**src/rtl/digit_serial_abs_diff.sv**
```systemverilog
// Digit-serial |A - B| engine: one 2-bit borrow-chained subtract per clock, followed
// by a digit-serial two's-complement pass when the raw difference comes out negative.
module digit_serial_abs_diff #(
  parameter int WIDTH = 8
) (
  input  logic             clk,
  input  logic             rstN,
  input  logic             start,
  input  logic [WIDTH-1:0] A,
  input  logic [WIDTH-1:0] B,
  output logic [WIDTH-1:0] result,
  output logic             negFlag,
  output logic             busy,
  output logic             done
);

  localparam int N  = WIDTH / 2;
  localparam int CW = (N > 1) ? $clog2(N) : 1;
  localparam logic [CW-1:0] LAST_DIGIT = CW'(N - 1);

  typedef enum logic [1:0] {IDLE, SUB, NEG, DONE} state_t;

  state_t           state, state_nx;
  logic [WIDTH-1:0] op_a, op_a_nx;
  logic [WIDTH-1:0] op_b, op_b_nx;
  logic [WIDTH-1:0] diff, diff_nx;
  logic             chain, chain_nx;
  logic [CW-1:0]    count, count_nx;
  logic [WIDTH-1:0] result_nx;
  logic             neg_nx;
  logic [2:0]       sub_sum;
  logic [2:0]       neg_sum;
  logic             last;

  // New digit enters at the MSB end while the accumulated digits move toward the LSB.
  function automatic logic [WIDTH-1:0] shift_in(input logic [1:0] d, input logic [WIDTH-1:0] v);
    logic [WIDTH+1:0] t;
    t = {d, v};
    return t[WIDTH+1:2];
  endfunction

  // chain is the borrow during SUB and the increment carry during NEG
  assign sub_sum = {1'b0, op_a[1:0]} - {1'b0, op_b[1:0]} - {2'b00, chain};
  assign neg_sum = {1'b0, ~diff[1:0]} + {2'b00, chain};
  assign last    = (count == LAST_DIGIT);

  assign busy = (state != IDLE);
  assign done = (state == DONE);

  always_comb begin
    state_nx  = state;
    op_a_nx   = op_a;
    op_b_nx   = op_b;
    diff_nx   = diff;
    chain_nx  = chain;
    count_nx  = count;
    result_nx = result;
    neg_nx    = negFlag;
    case (state)
      IDLE: begin
        if (start) begin
          op_a_nx  = A;
          op_b_nx  = B;
          diff_nx  = '0;
          chain_nx = 1'b0;
          count_nx = '0;
          state_nx = SUB;
        end
      end
      SUB: begin
        op_a_nx  = op_a >> 2;
        op_b_nx  = op_b >> 2;
        diff_nx  = shift_in(sub_sum[1:0], diff);
        chain_nx = sub_sum[2];
        count_nx = count + CW'(1);
        if (last) begin
          if (sub_sum[2]) begin
            // Raw difference is negative: negate it digit by digit (~x + 1)
            state_nx = NEG;
            count_nx = '0;
            chain_nx = 1'b1;
          end else begin
            state_nx  = DONE;
            result_nx = shift_in(sub_sum[1:0], diff);
            neg_nx    = 1'b0;
          end
        end
      end
      NEG: begin
        diff_nx  = shift_in(neg_sum[1:0], diff);
        chain_nx = neg_sum[2];
        count_nx = count + CW'(1);
        if (last) begin
          state_nx  = DONE;
          result_nx = shift_in(neg_sum[1:0], diff);
          neg_nx    = 1'b1;
        end
      end
      DONE: begin
        state_nx = IDLE;
      end
      default: begin
        state_nx = IDLE;
      end
    endcase
  end

  always_ff @(posedge clk or negedge rstN) begin
    if (!rstN) begin
      state   <= IDLE;
      op_a    <= '0;
      op_b    <= '0;
      diff    <= '0;
      chain   <= 1'b0;
      count   <= '0;
      result  <= '0;
      negFlag <= 1'b0;
    end else begin
      state   <= state_nx;
      op_a    <= op_a_nx;
      op_b    <= op_b_nx;
      diff    <= diff_nx;
      chain   <= chain_nx;
      count   <= count_nx;
      result  <= result_nx;
      negFlag <= neg_nx;
    end
  end

endmodule

```
**config.mk**
```make
export PLATFORM = sky130hd
export DESIGN_NAME = digit_serial_abs_diff
export DESIGN_NICKNAME = d
export VERILOG_FILES = /design/src/rtl/digit_serial_abs_diff.sv
export SDC_FILE = /design/constraint.sdc
export NUM_CORES = 1
export LEC_CHECK = 0
export BUFFER_PORTS_ARGS = -buffer_cell sky130_fd_sc_hd__buf_4
export CORE_MARGIN = 2
export CORE_UTILIZATION = 45
export CTS_CLUSTER_DIAMETER = 50
export DETAILED_ROUTE_END_ITERATION = 10
export PLACE_DENSITY = 0.67
export RECOVER_POWER = 100
export SYNTH_ARGS = -nofsm -noshare
export SYNTH_HDL_FRONTEND = slang
export SYNTH_SLANG_ARGS = --single-unit
```
**constraint.sdc**
```tcl
create_clock -name clk -period 2.8 [get_ports clk]
set_clock_uncertainty 0.15 [all_clocks]
set_input_delay 0.14 -clock clk [delete_from_list [all_inputs] [get_ports clk]]
set_output_delay 0.14 -clock clk [all_outputs]
set_load 0.02 [all_outputs]
```
==> metrics.yaml <==
met1_layer_wirelength_in_the_final_routing_mm: 1.60
globalRouteOverflowTotal: 0
final.setup.worst_slack_ps: 184
synth-async-reset-ratio: 1.00
finalNetCount: 248
synth_top_flop_cell: "sky130_fd_sc_hd__dfrtp_1"
setup_viol_count_final: 0
largest_buffer_count_on_any_clock_path: 2
yosysWarnings: 0
worst_setup_hold_path_clk_slew_ps: 70
core_area_sq_um: 4090
worst_skew_pair.late_latency_ps: 290
die_w_um: 69.7
synthDominantAreaCellType: "sky130_fd_sc_hd__dfrtp_1"
fin_crit_ps: 2620
netlist_instances: 169
clk_root_buffer_cell: "sky130_fd_sc_hd__clkbuf_8"
synth-edff-count: 0
layout_worst_path_cycle_share: 0.934
routedWlPerCell_um: 13.3
cts_buffers: 5
timing.hold.ws_ps: 152
leakagePower_uw: 0.00113
grt_pass1_vias: 1456
irDropWorstVdd_v: 0.000584
cts_tree: "done"
synth_top_area_frac: 0.489
vias_per_cell: 5.09
io_buffers: 29
maxCapViolations: 1
global_route.usage.total: 0.167
drt-initial-drc-count: 95
synthesis.area_per_instance_sq_um: 11.5
grt_first_pass_wirelength_mm: 6.42
dr_wl_met3_um: 163
yosys.area_share.simple: 0.0888
clock.fmax_mhz: 382
synth_top_family_by_area: "compound AO/OA/AOI/OAI gates"
muxShareOfSynthArea: 0.131
finalWirelength_mm: 3.58
max-slew-margin-rel: -0.336
failed_checks: "capacitance limit, slew limit"
fp.dieH_um: 69.7
worst_setup_path_startpoint: "chain"
synth-compound-area-share: 0.154
num_antenna_cells: 0
power_per_cell_area_nw_per_um2: 1090
placementRows: 23
crit_path_end_kind: "register"
top_level_ports: 30
timing.rr.start: "chain"
routed-wl-met2_mm: 1.75
transition_time_at_the_pin_with_the_least_slew_margin_ps: 2000
synth-seq-cells: 38
worst_hold_path_type: "input port to register"
vias: 1365
drt_drc_violations_left: 0
post_synth_fa_ha_maj_area_fraction: 0.0849
min_from: "start"
finalHoldViolations: 0
start_util: 0.476
grt_start_max_net_pins: 39
dp_hpwl_mm: 2.48
timing.setup.tns_ps: 0
finalPower_uw: 2630
outcome: "complete, but fails checks"
synth.area.top_cells: "sky130_fd_sc_hd__dfrtp_1 (49%), sky130_fd_sc_hd__mux2i_1 (7.7%), sky130_fd_sc_hd__ha_1 (6.4%)"
gpl.final_weighted_congestion: 0.771
drt_first_pass_iters: 4
area_growth_syn_to_layout_pct: 24.3
cts_num_sinks: 38
cts_htree_levels: 2
post_route_cells_drive_above_1_share: 0.165
path_max_fanout: 8
critPathArrivalTime_ps: 2640
synth-xor-area-share: 0.00450
final_antenna_net_count: 0
postLayoutCellArea_sq_um: 2420
die_area_sq_um: 4860
critical_path_class: "register to register"
final-max-slew-violation-count: 39
worst_setup_path_start_kind: "register"
topRoutingLayerUsed: "met4"
num-fill-cells: 357
setup_repair_after_global_routing_missed_its_margin: "false"
synth_area_sq_um: 1940
synth_cell_types: 31
synth_seq_area_share: 0.489
cp.required_ps: 2830
placed_area_sq_um: 2200
syn-num-nets: 200
dpl_worst_slack_ps: 180
antenna_found_initial: 0
## synthesized netlist by cell type, types with 2 or more instances
library cell / count
sky130_fd_sc_hd__o21ai_0: 5
sky130_fd_sc_hd__mux2i_1: 15
sky130_fd_sc_hd__buf_4: 2
sky130_fd_sc_hd__o31ai_2: 2
sky130_fd_sc_hd__nand2_1: 18
sky130_fd_sc_hd__mux2_1: 8
sky130_fd_sc_hd__a22o_1: 7
sky130_fd_sc_hd__o21ai_1: 16
sky130_fd_sc_hd__nor2_1: 4
sky130_fd_sc_hd__inv_1: 11
sky130_fd_sc_hd__a22oi_1: 2
sky130_fd_sc_hd__dfrtp_1: 38
sky130_fd_sc_hd__a21oi_1: 3
sky130_fd_sc_hd__buf_2: 5
sky130_fd_sc_hd__nand2b_1: 7
sky130_fd_sc_hd__ha_1: 10
sky130_fd_sc_hd__fa_1: 2
## logic make-up after synthesis
group,after synthesis
mux,24
xor+xnor,1
fa+ha+maj,12
flops,38
buf+inv,19
simple gates,34
compound gates,41
## routing by layer
metal  up-vias  track usage
met3         7       0.0552
met4         0       0.0577
met5         -            0
met2        31        0.287
li1        675            -
met1       652        0.194
## state kept, by name, summed over array words and instances, names as in the netlist
register	flops
diff	8
state	2
result	8
negFlag	1
count	2
op_b	8
chain	1
op_a	8
## placed cells by master (no fill, tap or decap), drive strengths merged
cell type / Yosys / routed
dfrtp: 38 / 38
o21ai: 22 / 22
clkbuf: 0 / 19
nand2: 18 / 18
buf: 8 / 18
dlygate4sd3: 0 / 17
mux2i: 16 / 16
inv: 11 / 11
ha: 10 / 10
mux2: 8 / 8
a22o: 7 / 7
nand2b: 7 / 7
nor2: 4 / 4
a21oi: 3 / 3
o31ai: 3 / 3
a22oi: 2 / 2
clkinv: 0 / 2
nor2b: 2 / 2
fa: 2 / 2
xor2: 1 / 1
or2: 1 / 1
nor3: 1 / 1
a21boi: 1 / 1
nand3b: 1 / 1
o21bai: 1 / 1
a31oi: 1 / 1
o22a: 1 / 1
bufinv: 0 / 1
## worst paths after layout
check	to	slack, ps	cells past startpoint
worst min register to register	op_b[4]	340	2
worst max-delay path	result[0]	180	9
max in group asynchronous	op_b[3]	550	2
worst min-delay path	chain	150	4
worst max register to register	result[0]	180	9
min in group asynchronous	result[4]	800	2
## area by class of cell
type / instances / area [sq um] / area share
multi-input combinational: 112 / 891 / 0.369
timing repair buffer: 49 / 362 / 0.150
sequential: 38 / 951 / 0.394
clock buffer: 5 / 68.8 / 0.0285
clock inverter: 3 / 40.0 / 0.0166
inverter: 11 / 41.3 / 0.0171
tap: 50 / 62.6 / 0.0259
## through the flow
step	instances	util
5_1_grt	268	0.591
3_5_place_dp	243	0.537
6_report	268	0.591
3_3_place_gp	243	0.537
2_1_floorplan	169	-
4_1_cts	268	0.606
## where the power goes
part	switching [uW]	internal [uW]	total [uW]
logic	751	551	1300
registers	129	742	871
clock network	193	262	455
total	1070	1560	2630
## what timing repair did
action / CTS / global route
hold endpoints to repair: 54 / 0
setup buffers: 0 / 0
gates resized for setup: 0 / 1
hold buffers: 17 / 0
setup endpoints to repair: 0 / 7
## worst max-delay path, cell delays in order, from the launching register on
cell and delay [ps]:
sky130_fd_sc_hd__dfrtp_1 380, sky130_fd_sc_hd__inv_1 70, sky130_fd_sc_hd__fa_1 490, sky130_fd_sc_hd__inv_1 90, sky130_fd_sc_hd__ha_1 170, sky130_fd_sc_hd__nor2_1 70, sky130_fd_sc_hd__fa_2 380, sky130_fd_sc_hd__a21boi_2 220
sky130_fd_sc_hd__o21ai_4 140, sky130_fd_sc_hd__mux2_1 340
Note: power is estimated with default switching activity, not from simulation.
